**src/rtl/qea_run_ctrl.sv**
```systemverilog
// Host-side job sequencer for one QEA run: load gate context, seed the state RAM with |0...0>,
// start the core, wait for completion under a timeout and stream the final state vector out.
module qea_run_ctrl #(
  parameter int PE_NUM_WIDTH            = 2,
  parameter int PE_NUM                  = 4,
  parameter int DATA_WIDTH              = 32,
  parameter int MAX_QBIT_WIDTH          = 6,
  parameter int STATE_DATA_WIDTH        = 2 * DATA_WIDTH,
  parameter int STATE_ADDR_WIDTH        = 16,
  parameter int GATE_CONTEXT_DATA_WIDTH = 2 * DATA_WIDTH,
  parameter int GATE_CONTEXT_ADDR_WIDTH = 16,
  parameter int NUM_FRAC_BIT            = 30,
  parameter int RD_LAT                  = 2,
  parameter int TO_WIDTH                = 32
) (
  input  logic                                 clk,
  input  logic                                 rst_n,
  input  logic                                 i_run,
  input  logic                                 i_abort,
  input  logic [GATE_CONTEXT_ADDR_WIDTH-1:0]   i_ins_num,
  input  logic [MAX_QBIT_WIDTH-1:0]            i_qbit_num,
  input  logic [TO_WIDTH-1:0]                  i_timeout,
  input  logic                                 i_ctx_valid,
  input  logic [GATE_CONTEXT_DATA_WIDTH-1:0]   i_ctx_data,
  output logic                                 o_ctx_ready,
  output logic                                 o_qea_start,
  output logic [MAX_QBIT_WIDTH-1:0]            o_qea_qbit_num,
  output logic                                 o_qea_ctx_en,
  output logic                                 o_qea_ctx_wea,
  output logic [GATE_CONTEXT_ADDR_WIDTH-1:0]   o_qea_ctx_addr,
  output logic [GATE_CONTEXT_DATA_WIDTH-1:0]   o_qea_ctx_data,
  output logic                                 o_qea_state_ena,
  output logic                                 o_qea_state_wea,
  output logic [STATE_ADDR_WIDTH-1:0]          o_qea_state_addra,
  output logic [PE_NUM*STATE_DATA_WIDTH-1:0]   o_qea_state_dina,
  input  logic                                 i_qea_complete,
  input  logic [PE_NUM*STATE_DATA_WIDTH-1:0]   i_qea_state_dout,
  output logic                                 o_rd_valid,
  input  logic                                 i_rd_ready,
  output logic [STATE_ADDR_WIDTH-1:0]          o_rd_addr,
  output logic [PE_NUM*STATE_DATA_WIDTH-1:0]   o_rd_data,
  output logic                                 o_busy,
  output logic                                 o_done,
  output logic [1:0]                           o_err
);

  localparam int WordW = PE_NUM * STATE_DATA_WIDTH;
  localparam int WaitW = (RD_LAT > 1) ? $clog2(RD_LAT) : 1;
  localparam logic [WaitW-1:0] WaitLast = WaitW'(RD_LAT - 1);
  localparam logic [MAX_QBIT_WIDTH-1:0] QbitMin = MAX_QBIT_WIDTH'(PE_NUM_WIDTH);
  localparam logic [MAX_QBIT_WIDTH-1:0] QbitMax = MAX_QBIT_WIDTH'(PE_NUM_WIDTH + STATE_ADDR_WIDTH);
  localparam logic [DATA_WIDTH-1:0] OneFx = DATA_WIDTH'(1) << NUM_FRAC_BIT;
  // |0...0>: amplitude 1.0 in the real field of the most-significant PE lane of word 0.
  localparam logic [WordW-1:0] InitWord = {OneFx, {(WordW - DATA_WIDTH){1'b0}}};

  localparam logic [1:0] ErrOk      = 2'd0;
  localparam logic [1:0] ErrQbit    = 2'd1;
  localparam logic [1:0] ErrTimeout = 2'd2;
  localparam logic [1:0] ErrAbort   = 2'd3;

  typedef enum logic [3:0] {
    StIdle, StLoadCtx, StInitSt, StStart, StRun, StRdAddr, StRdWait, StRdOut, StFin
  } state_e;

  state_e                              state_q;
  logic [GATE_CONTEXT_ADDR_WIDTH-1:0]  ins_q;
  logic [TO_WIDTH-1:0]                 timeout_q;
  logic [STATE_ADDR_WIDTH-1:0]         nwords_m1_q;
  logic [GATE_CONTEXT_ADDR_WIDTH-1:0]  ctx_idx_q;
  logic [STATE_ADDR_WIDTH-1:0]         word_idx_q;
  logic [TO_WIDTH-1:0]                 run_cnt_q;
  logic [WaitW-1:0]                    wait_cnt_q;

  logic                                qbit_legal;
  logic [MAX_QBIT_WIDTH-1:0]           qbit_shift;
  logic [STATE_ADDR_WIDTH:0]           nwords;
  logic [STATE_ADDR_WIDTH-1:0]         nwords_m1;
  logic [TO_WIDTH-1:0]                 run_cnt_inc;

  always_comb begin
    qbit_legal  = (i_qbit_num >= QbitMin) && (i_qbit_num <= QbitMax);
    qbit_shift  = i_qbit_num - QbitMin;
    nwords      = (STATE_ADDR_WIDTH + 1)'(1) << qbit_shift;
    nwords_m1   = STATE_ADDR_WIDTH'(nwords - (STATE_ADDR_WIDTH + 1)'(1));
    // RUN-cycle counter saturates instead of wrapping.
    run_cnt_inc = (run_cnt_q == '1) ? run_cnt_q : run_cnt_q + TO_WIDTH'(1);
  end

  always_ff @(posedge clk) begin
    if (!rst_n) begin
      state_q           <= StIdle;
      ins_q             <= '0;
      timeout_q         <= '0;
      nwords_m1_q       <= '0;
      ctx_idx_q         <= '0;
      word_idx_q        <= '0;
      run_cnt_q         <= '0;
      wait_cnt_q        <= '0;
      o_ctx_ready       <= 1'b0;
      o_qea_start       <= 1'b0;
      o_qea_qbit_num    <= '0;
      o_qea_ctx_en      <= 1'b0;
      o_qea_ctx_wea     <= 1'b0;
      o_qea_ctx_addr    <= '0;
      o_qea_ctx_data    <= '0;
      o_qea_state_ena   <= 1'b0;
      o_qea_state_wea   <= 1'b0;
      o_qea_state_addra <= '0;
      o_qea_state_dina  <= '0;
      o_rd_valid        <= 1'b0;
      o_rd_addr         <= '0;
      o_rd_data         <= '0;
      o_busy            <= 1'b0;
      o_done            <= 1'b0;
      o_err             <= ErrOk;
    end else begin
      // Strobes are single-cycle unless a state re-asserts them.
      o_qea_start     <= 1'b0;
      o_done          <= 1'b0;
      o_qea_ctx_en    <= 1'b0;
      o_qea_ctx_wea   <= 1'b0;
      o_qea_state_ena <= 1'b0;
      o_qea_state_wea <= 1'b0;

      if (i_abort && (state_q != StIdle) && (state_q != StFin)) begin
        o_ctx_ready <= 1'b0;
        o_rd_valid  <= 1'b0;
        o_err       <= ErrAbort;
        o_done      <= 1'b1;
        state_q     <= StFin;
      end else begin
        case (state_q)
          StIdle: begin
            if (i_run) begin
              ins_q          <= i_ins_num;
              timeout_q      <= i_timeout;
              nwords_m1_q    <= nwords_m1;
              o_qea_qbit_num <= i_qbit_num;
              ctx_idx_q      <= '0;
              word_idx_q     <= '0;
              o_err          <= ErrOk;
              o_busy         <= 1'b1;
              if (!qbit_legal) begin
                o_err   <= ErrQbit;
                o_done  <= 1'b1;
                state_q <= StFin;
              end else if (i_ins_num == '0) begin
                state_q <= StInitSt;
              end else begin
                o_ctx_ready <= 1'b1;
                state_q     <= StLoadCtx;
              end
            end
          end

          StLoadCtx: begin
            if (i_ctx_valid && o_ctx_ready) begin
              o_qea_ctx_en   <= 1'b1;
              o_qea_ctx_wea  <= 1'b1;
              o_qea_ctx_addr <= ctx_idx_q;
              o_qea_ctx_data <= i_ctx_data;
              if (ctx_idx_q == ins_q - GATE_CONTEXT_ADDR_WIDTH'(1)) begin
                o_ctx_ready <= 1'b0;
                state_q     <= StInitSt;
              end else begin
                ctx_idx_q <= ctx_idx_q + GATE_CONTEXT_ADDR_WIDTH'(1);
              end
            end
          end

          StInitSt: begin
            o_qea_state_ena   <= 1'b1;
            o_qea_state_wea   <= 1'b1;
            o_qea_state_addra <= word_idx_q;
            o_qea_state_dina  <= (word_idx_q == '0) ? InitWord : '0;
            if (word_idx_q == nwords_m1_q) begin
              word_idx_q <= '0;
              state_q    <= StStart;
            end else begin
              word_idx_q <= word_idx_q + STATE_ADDR_WIDTH'(1);
            end
          end

          // The last state write is on the RAM port during this cycle; start follows it.
          StStart: begin
            o_qea_start <= 1'b1;
            run_cnt_q   <= '0;
            state_q     <= StRun;
          end

          StRun: begin
            run_cnt_q <= run_cnt_inc;
            // A complete level left over from a previous job is ignored on the first RUN cycle.
            if ((run_cnt_q != '0) && i_qea_complete) begin
              o_qea_state_ena   <= 1'b1;
              o_qea_state_addra <= '0;
              word_idx_q        <= '0;
              state_q           <= StRdAddr;
            end else if ((timeout_q != '0) && (run_cnt_inc == timeout_q)) begin
              o_err   <= ErrTimeout;
              o_done  <= 1'b1;
              state_q <= StFin;
            end
          end

          StRdAddr: begin
            wait_cnt_q <= '0;
            state_q    <= StRdWait;
          end

          StRdWait: begin
            if (wait_cnt_q == WaitLast) begin
              o_rd_data  <= i_qea_state_dout;
              o_rd_addr  <= word_idx_q;
              o_rd_valid <= 1'b1;
              state_q    <= StRdOut;
            end else begin
              wait_cnt_q <= wait_cnt_q + WaitW'(1);
            end
          end

          StRdOut: begin
            if (i_rd_ready) begin
              o_rd_valid <= 1'b0;
              if (word_idx_q == nwords_m1_q) begin
                o_done  <= 1'b1;
                state_q <= StFin;
              end else begin
                o_qea_state_ena   <= 1'b1;
                o_qea_state_addra <= word_idx_q + STATE_ADDR_WIDTH'(1);
                word_idx_q        <= word_idx_q + STATE_ADDR_WIDTH'(1);
                state_q           <= StRdAddr;
              end
            end
          end

          StFin: begin
            o_busy  <= 1'b0;
            state_q <= StIdle;
          end

          default: state_q <= StIdle;
        endcase
      end
    end
  end

endmodule
```
**config.mk**
```make
export PLATFORM = sky130hd
export DESIGN_NAME = qea_run_ctrl
export DESIGN_NICKNAME = d
export VERILOG_FILES = /design/src/rtl/qea_run_ctrl.sv
export SDC_FILE = /design/constraint.sdc
export NUM_CORES = 1
export LEC_CHECK = 0
export CAP_MARGIN = 20
export CORE_AREA = 2 2 397 399
export CTS_CLUSTER_SIZE = 28
export DETAILED_ROUTE_END_ITERATION = 16
export DIE_AREA = 0 0 399 401
export GPL_ROUTABILITY_DRIVEN = 0
export SETUP_SLACK_MARGIN = 0.5
export SYNTH_ARGS = -nofsm -noshare
export SYNTH_HDL_FRONTEND = slang
export SYNTH_SLANG_ARGS = --single-unit
```
**constraint.sdc**
```tcl
create_clock -name clk -period 7.11 [get_ports clk]
set_input_delay 1.0665 -clock clk [delete_from_list [all_inputs] [get_ports clk]]
set_output_delay 1.0665 -clock clk [all_outputs]
set_load 0.02 [all_outputs]
```
=== Yosys cells after proc, flatten, opt, wreduce, memory -nomap -nowiden ===
Cells that the tools add are included.
Widths: inputs -> output; s select.

* Register bits: 773
* Input bits: 381
* Output and inout bits: 641
* Word-level logic and storage cells: 169

* Add/sub/neg operators: 7
* Magnitude comparators: 2
* Eq/ne operators: 34
* Shift operators: 1
* Muxes and demuxes: 60
* Bitwise operators: 3
* Reductions and logical operators: 37

{| class="wikitable"
|+ Operator list
! kind !! count
|-
| $mux 255 || 1
|-
| $mux 16 || 7
|-
| $pmux 16 s4 || 1
|-
| $pmux 32 s2 || 1
|-
| $reduce_bool 32->1 || 2
|-
| $pmux 16 s3 || 1
|-
| $mux 4 || 11
|-
| $add 16x1->16 const B || 2
|-
| $add 32x1->32 const B || 1
|-
| $eq 16x16->1 || 2
|-
| $eq 32x32->1 || 1
|-
| $eq 32x32->1 const B || 1
|-
| $logic_not 16->1 || 2
|-
| $mux 32 || 1
|-
| $pmux 16 s2 || 1
|-
| $pmux 4 s8 || 1
|-
| $sub 16x1->16 const B || 2
|-
| $ne 3x3->1 const B || 9
|-
| $mux 1 || 23
|-
| $ne 2x2->1 const B || 11
|-
| $eq 4x3->1 const B || 4
|-
| $shl 1x6->16 const A || 1
|-
| $reduce_and 3->1 || 5
|-
| $reduce_and 7->1 || 2
|-
| other kinds (24) || 51
|}

=== Logic depth before layout (Yosys ltp) ===
Gate-level depths: netlist of the first run.

* Word-level depth: 8
* Mapped depth: 14
* Depth with buffers taken out: 13

=== Worst setup path before layout of the first run ===
Ideal clock, no wire load.

* Path kind: reg2reg
* From: register run_cnt_q[1]
* To: register o_err[0]
* Setup time: 0.078 ns
* Data arrival time: 3.321 ns
* Data required time: 7.032 ns
* Setup slack: 3.712 ns
* Stages on the path, launching flop included: 11
* Buffers on the path: 0
* Period minus slack after synthesis: 3.398 ns
* Cells stage by stage: dfxtp_1 ha_1 nand3_2 or3_4 nor4_1 mux2_2 or4_1 a2111oi_2 nand4_1 o31a_1 nor3_1

* Cells in the longest elaborated chain, start to end: 6
* Elaborated cells between the ends (all ways): 10
* Those cells by class: add/sub (1); eq/ne (4); mux (1); reduce/logical (4)

{| class="wikitable"
|+ Ends and longest elaborated chain
! element !! RTL line !! text
|-
| start: declaration || 71 || <nowiki>logic [TO_WIDTH-1:0] run_cnt_q;</nowiki>
|-
| start signal: assignment || 192 || <nowiki>run_cnt_q <= run_cnt_inc;</nowiki>
|-
| $add 32x1->32 or $eq 32x32->1 (tied branches) || 86 || <nowiki>run_cnt_inc = (run_cnt_q == '1) ? run_cnt_q : run_cnt_q + TO_WIDTH'(1);</nowiki>
|-
| $mux 32 || 86 ||
|-
| $eq 32x32->1 || 199 || <nowiki>end else if ((timeout_q != '0) && (run_cnt_inc == timeout_q)) begin</nowiki>
|-
| $logic_and 1x1->1 || 199 ||
|-
| $ne 3x3->1 (no source line) || - ||
|-
| $reduce_and 4->1 (no source line) (*) || - ||
|-
| end signal: assignment || 141 || <nowiki>o_err <= ErrOk;</nowiki>
|-
| end signal: assignment || 144 || <nowiki>o_err <= ErrQbit;</nowiki>
|-
| end signal: assignment || 200 || <nowiki>o_err <= ErrTimeout;</nowiki>
|-
| end: declaration || 44 || <nowiki>output logic [1:0] o_err</nowiki>
|}

Mark *: on every way between the ends. The rest lies on a longest branch, timed or not.
A chain may end at the register's enable or synchronous reset.

=== Worst setup path after layout of the first run ===
* From: register run_cnt_q[0]
* To: register state_q[2]

* Cells in the longest elaborated chain, start to end: 6
* Elaborated cells between the ends (all ways): 11
* Those cells by class: add/sub (1); eq/ne (3); mux (3); reduce/logical (4)

{| class="wikitable"
|+ Ends and longest elaborated chain
! element !! RTL line !! text
|-
| $add 32x1->32 or $eq 32x32->1 (tied branches) || 86 ||
|-
| $mux 32 || 86 ||
|-
| $eq 32x32->1 || 199 ||
|-
| $logic_and 1x1->1 || 199 ||
|-
| $ne 3x3->1 (no source line) || - ||
|-
| $reduce_and 7->1 (no source line) || - ||
|-
| end signal: assignment || 198 || <nowiki>state_q <= StRdAddr;</nowiki>
|-
| end signal: assignment || 202 || <nowiki>state_q <= StFin;</nowiki>
|-
| end signal: assignment || 208 || <nowiki>state_q <= StRdWait;</nowiki>
|-
| end: declaration || 65 || <nowiki>state_e state_q;</nowiki>
|}

Parallel ways exist; a longest one is shown, timed or not.

==> results of run 1 <==
[worst reg2reg max path: stages (launching register included)]
cell	delay (ns)
dfxtp_1	0.51
ha_1	0.32
nand3_2	0.16
or3_4	0.50
nor4_1	0.60
mux2_2	0.40
or4_1	0.54
a2111oi_2	0.32
nand4_1	0.26
nor3_2	0.32
o211ai_1	0.14
[final timing paths]
path	start	to
worst max-delay path	run_cnt_q[0]	state_q[2]
worst min-delay path	o_rd_data[81]	o_rd_data[81]
worst max register to register	run_cnt_q[0]	state_q[2]
worst min register to register	o_rd_data[81]	o_rd_data[81]
[kinds of logic after synthesis]
| kind of cell | Yosys count | share of synthesized area (%) |
|---|---|---|
| AND/OR/NAND/NOR | 1376 | 24.9 |
| buffers and inverters | 518 | 12.2 |
| AO/OA/AOI/OAI | 692 | 15.8 |
| multiplexers | 6 | 0.254 |
| flip-flops | 518 | 42.9 |
| XOR/XNOR | 93 | 3.43 |
| other | 1 | 0.0155 |
| adder cells (fa/ha/maj) | 9 | 0.466 |
[power breakdown]
group | leakage [nW] | internal [mW] | switching [mW] | total [mW]
clock network | 1.17 | 2.21 | 1.51 | 3.73
logic | 6.44 | 0.604 | 0.935 | 1.54
registers | 4.18 | 3.04 | 0.182 | 3.22
total | 11.8 | 5.86 | 2.63 | 8.49
[registers in the layout (all words and copies together) (netlist names), 2 cells and up]
| register | flops |
|---|---|
| o_qea_qbit_num | 6 |
| o_rd_data | 256 |
| timeout_q | 32 |
| o_qea_ctx_addr | 16 |
| state_q | 4 |
| o_qea_ctx_data | 64 |
| o_err | 2 |
| o_qea_state_addra | 16 |
| ins_q | 16 |
| nwords_m1_q | 16 |
| o_rd_addr | 16 |
| run_cnt_q | 32 |
| ctx_idx_q | 16 |
| word_idx_q | 16 |
[synthesized netlist by cell type (7+ instances only)]
library cell  number  area share, %
nand2_1          895             14
dfxtp_1          518             43
a21oi_1          491             10
buf_4            257            8.0
clkbuf_1         205            3.2
nor2_1           148            2.3
o21ai_0           82            1.7
nor3_1            58            1.2
nand3_1           52            1.1
nor4_1            48            1.2
xnor2_1           48            1.7
xor2_1            44            1.6
nand4_1           39            1.0
and3_1            29           0.75
inv_1             26           0.40
a211oi_1          24           0.75
buf_2             18           0.37
or3_1             18           0.47
o211ai_1          14           0.43
and4_1            12           0.43
nand2b_1          12           0.31
a31oi_1           11           0.28
buf_1             11           0.17
nor2b_1           11           0.28
ha_1               9           0.47
and2_1             8           0.21
a311oi_1           7           0.25
nor3b_1            7           0.22
[layout by cell type, fill, tap and decap left out, drive strengths merged, types with 53 or more instances in the layout]
cell type      Yosys  layout
conb               1     255
o21ai             83      83
clkbuf           205      99
nand2            895     895
nand3             53      53
nor2             148     148
dfxtp            518     518
clkdlybuf4s50      0     766
nor3              61      61
a21oi            491     491
[metrics by stage]
stage          total power [mW]  hold WS (ns)  setup WS, ns  cells
2_1_floorplan              4.24         0.448          3.71   3467
3_3_place_gp               4.82         0.440          2.74   5820
3_5_place_dp               4.84         0.445          2.82   5820
4_1_cts                    8.67         0.453          3.06   5946
5_1_grt                    8.92         0.465          2.82   5948
6_report                   8.49         0.450          2.93   5948
[metal layers]
metal	track usage (%)	up-vias	wire length [µm]
li1	-	11545	-
met1	16.6	11369	47700
met2	20.7	998	49900
met3	4.23	153	9240
met4	3.23	14	2450
met5	0	-	90
[final cells by class]
cell class / instances / area (µm²)
Antenna cell: 2 / 5.00
Clock buffer: 99 / 2050
Clock inverter: 27 / 354
Fill cell: 17061 / 120000
Inverter: 26 / 105
Multi-Input combinational cell: 2431 / 11900
Sequential cell: 518 / 10400
Tap cell: 2058 / 2570
Timing Repair Buffer: 787 / 7880
==> run_results.csv, run 1 <==
group,metric,value,unit
sta,clock.fmax,239,MHz
yosys,synth-seq-cells,518,
yosys,syn_area,0.0242,mm²
detailed_routing,vias,24079,
pwr,p_leak,11.8,nW
outcome,status,"completed",
sta,post-route-period-util,58.8,%
grt,grt_max_degree,191,
pwr,powerDensity,241,mW/mm²
die,die_h,401,µm
grt,antenna_found_initial,16,
die,start_util,15.5,%
cells_and_area,drive_gt1_share,4.32,%
detailed_routing,wl,109000,µm
critical_path,crit_chain,"ha_1 > nand3_2 > or3_4 > nor4_1 > mux2_2 > or4_1 > a2111oi_2 > nand4_1 > nor3_2 > o211ai_1",
yosys,syn-mean-instance-area,7.52,µm²
yosys,syn_inst,3213,
critical_path,crit_buf_inv,0,
clock_network,cts.clk_slew.worst_paths,0.06,ns
yosys,synth_edf_count,0,
die,pin_count,1022,
run,cap_violations,0,
sta,hold_viol,0,
yosys,synth-seq-area-share,42.9,%
sta,drv_slew,0,
sta,relSlewSlack,14.3,%
sta,fin_crit,4.18,ns
grt,grt_pass1_vias,22066,
yosys,yosysWarnings,0,
clock_network,cts_setup_buffers,0,
place,io_buffers,766,
cells_and_area,final_area,0.0352,mm²
clock_network,cts_buffers,71,
cells_and_area,utilization,22.6,%
clock_network,cts_resized,0,
clock_network,htreeDepth,3,
critical_path,cp-end-kind,"flip-flop",
critical_path,worstSetupPathDepth,10,
detailed_routing,drc,0,
clock_network,cts_root_buffer,"clkbuf_16",
worst_hold_path,worstHoldPathCells,2,
cells_and_area,layout.nets,4225,
yosys,ys_types,83,
detailed_routing,avgRoutedWirePerCell,18.4,µm
critical_path,worst_setup_path_start_kind,"flip-flop",
critical_path,critPathSlowestCell,"nor4_1",
sta,finalSetupViolCount,0,
grt,overflow,0,
detailed_routing,via_per_inst,4.05,
yosys,async_flop_share,0,%
place,dp_hpwl,82600,µm
sta,worstMarginPinSlew,1.28,ns
detailed_routing,drtPass1Iterations,6,
critical_path,crit_type,"flip-flop to flip-flop",
clock_network,clk_latency,0.66,ns
grt,grt_usage,12.9,%
clock_network,cts_tree,"done",
critical_path,crit_family,"simple AND/OR/NAND/NOR gates",
die,die_area,0.160,mm²
detailed_routing,antenna_left,0,
pwr,peakVddDrop,139,µV
die,num_rows,145,
detailed_routing,dr.first_iter.drc_count,2011,
place,place_area,0.0328,mm²
worst_hold_path,worst_hold_path_type,"flip-flop to flip-flop",
sta,skew,0.0327,ns
clock_network,cts_sinks,518,
sta,tns,0,ns
die,fp.dieW,399,µm
die,core-area,0.156,mm²
cells_and_area,syn_to_final_growth,45.6,%
clock_network,clock_path_buffers,3,
grt,grt_pass1_wl,154000,µm
critical_path,cp_data_arrival_time,4.72,ns
critical_path,required,7.65,ns
sta,rsz0062_at_grt,"false",
critical_path,crit_fanout,12,
critical_path,reg2reg_depth,10,
critical_path,r2r_setup_slack,2.93,ns
critical_path,critical_path.max_stage_delay,0.59,ns
clock_network,holdBufCountCts,0,
yosys,synthFlopType,"dfxtp_1",
(Power assumes the default switching activity.)
==> inputs of run 2 (changes only) <==
==> constraint.sdc (replaced) <==
create_clock -name clk -period 4 [get_ports clk]
set_input_delay 0.6 -clock clk [delete_from_list [all_inputs] [get_ports clk]]
set_output_delay 0.6 -clock clk [all_outputs]
set_load 0.02 [all_outputs]
==> run 2 against run 1 <==
Net effect:
- first-iteration DRC count decreased by 14%
- fmax increased by 23%
- worst hold slack about the same
- global-route usage increased by 0.13 points
- sequential cell count unchanged
- clock power increased by 77%
- highest routed layer unchanged
- count of clock-buffer cells in the layout decreased by 13
- via count increased by 1.1%
- die area unchanged
- combinational power increased by 83%
- critical path depth decreased by 1
==> run_results.csv, run 2 (same netlist as run 1, synthesis figures left out) <==
group,metric,value,unit
clock_network,cts_buffers,70,
cells_and_area,drive_gt1_share,5.98,%
detailed_routing,vias,24344,
detailed_routing,via_per_inst,4.06,
worst_hold_path,worstHoldPathCells,2,
place,dp_hpwl,85500,µm
die,pin_count,1022,
place,io_buffers,766,
pwr,total_power,15.2,mW
worst_hold_path,holdCritStartpoint,"o_rd_data[110]",
run,cap_violations,0,
die,core-area,0.156,mm²
sta,worstMarginPinSlew,0.939,ns
cells_and_area,final_cell_mix,"893 x nand2_1, 766 x clkdlybuf4s50_1, 502 x dfxtp_1",
cells_and_area,largest_reg_flops,256,
die,die_h,401,µm
sta,skew,0.0277,ns
critical_path,crit_family,"simple AND/OR/NAND/NOR gates",
sta,fin_crit,3.39,ns
critical_path,crit_path_start,"run_cnt_q[16]",
clock_network,clk_latency,0.65,ns
detailed_routing,antenna_left,0,
critical_path,crit_chain,"nand4_4 > or4_4 > nor4_4 > mux2_2 > or4_1 > a2111oi_4 > nand4_1 > o31a_1 > nor3_1",
clock_network,holdBufCountCts,0,
die,start_util,15.5,%
cells_and_area,final_area,0.0358,mm²
sta,finalSetupViolCount,0,
critical_path,crit_type,"flip-flop to flip-flop",
clock_network,cts.clk_slew.worst_paths,0.06,ns
clock_network,clock_path_buffers,3,
critical_path,worst_setup_path_start_kind,"flip-flop",
critical_path,critical_path.max_stage_delay,0.60,ns
grt,grt_usage,13.1,%
sta,clock.fmax,295,MHz
pwr,p_leak,12.1,nW
critical_path,worstSetupPathDepth,9,
grt,grt_max_degree,111,
sta,drv_slew,0,
clock_network,cts_tree,"done",
die,fp.dieW,399,µm
place,post-place-cells,5863,
detailed_routing,dr.first_iter.drc_count,1722,
critical_path,crit_fanout,7,
sta,post-route-period-util,84.8,%
critical_path,reg2reg_depth,9,
cells_and_area,top_regs,"o_rd_data x256, o_qea_ctx_data x64",
outcome,status,"completed",
detailed_routing,drtPass1Iterations,6,
detailed_routing,avgRoutedWirePerCell,18.5,µm
cells_and_area,syn_to_final_growth,48.1,%
cells_and_area,layout_commonest_cell,"nand2_1",
sta,tns,0,ns
critical_path,cp_data_arrival_time,3.97,ns
clock_network,cts_root_buffer,"clkbuf_16",
grt,antenna_found_initial,15,
sta,rsz0062_at_grt,"false",
critical_path,required,4.58,ns
detailed_routing,drc,0,
die,die_area,0.160,mm²
critical_path,reg2reg_from,"run_cnt_q[16]",
sta,hold_viol,0,
die,num_rows,145,
critical_path,critPathSlowestCell,"or4_4",
sta,whs,0.451,ns
pwr,powerDensity,424,mW/mm²
worst_hold_path,worst_hold_path_type,"flip-flop to flip-flop",
grt,grt_pass1_vias,22417,
clock_network,cts_sinks,518,
clock_network,htreeDepth,3,
grt,overflow,0,
cells_and_area,regMostFlops,"o_rd_data",
critical_path,crit_buf_inv,0,
place,place_area,0.0332,mm²
detailed_routing,wl,111000,µm
critical_path,cp-end-kind,"flip-flop",
sta,relSlewSlack,37.0,%
cells_and_area,layoutNonFillerInstCount,5994,
grt,grt_pass1_wl,156000,µm
cells_and_area,layout.nets,4269,
pwr,peakVddDrop,310,µV
[run 2: changes by cell type in the layout (fill, tap and decap cells not counted), moves of 7 or more]
cell,before,now
clkbuf_8,15,4
buf_4,17,51
dfxtp_2,0,9
dfxtp_4,0,7
buf_12,4,15
dfxtp_1,518,502
[run 2: path summary, 6_finish.rpt]
check	end	slack, ns
worst max-delay path	o_err[0]	0.61
worst min-delay path	o_rd_data[110]	0.45
worst max register to register	o_err[0]	0.61
worst min register to register	o_rd_data[110]	0.45
[run 2: cell type report]
cell class / count / area, µm²
fill: 17061 / 120000
clock buffer: 86 / 1870
sequential: 518 / 10400
antenna: 5 / 12.5
inverter: 26 / 105
timing repair buffer: 832 / 8350
tap: 2058 / 2570
clock inverter: 38 / 542
multi-input combinational: 2431 / 11900
[run 2: timing repair]
item | in CTS | in global routing
resized for setup | 12 | 24
pin swaps | 2 | 7
buffers inserted | 0 | 2
endpoints found under the setup margin | 9 | 17
[run 2: metal layers]
metal  global-route usage (%)  routed length (µm)
met4                     3.62                2570
met3                     3.38                8020
met5                        0                   7
met1                     16.9               48900
met2                     21.3               51400
[run 2: metrics by stage]
| step | setup slack [ns] | utilization (%) |
|---|---|---|
| after floorplan | 0.602 | - |
| after global placement | 0.264 | 21.4 |
| after detailed placement | 0.239 | 21.4 |
| after CTS | 0.495 | 22.9 |
| after global routing | 0.502 | 23.0 |
| final | 0.607 | 23.0 |
[run 2: worst reg2reg max path, stage by stage, from the launching register on]
cell       delay, ns
dfxtp_4         0.42
nand4_4         0.11
or4_4           0.60
nor4_4          0.35
mux2_2          0.37
or4_1           0.57
a2111oi_4       0.25
nand4_1         0.24
o31a_1          0.30
nor3_1          0.11
[run 2: power by group]
part	internal, mW	switching, mW
clock network	3.91	2.71
registers	5.40	0.331
logic	1.12	1.70
total	10.4	4.75
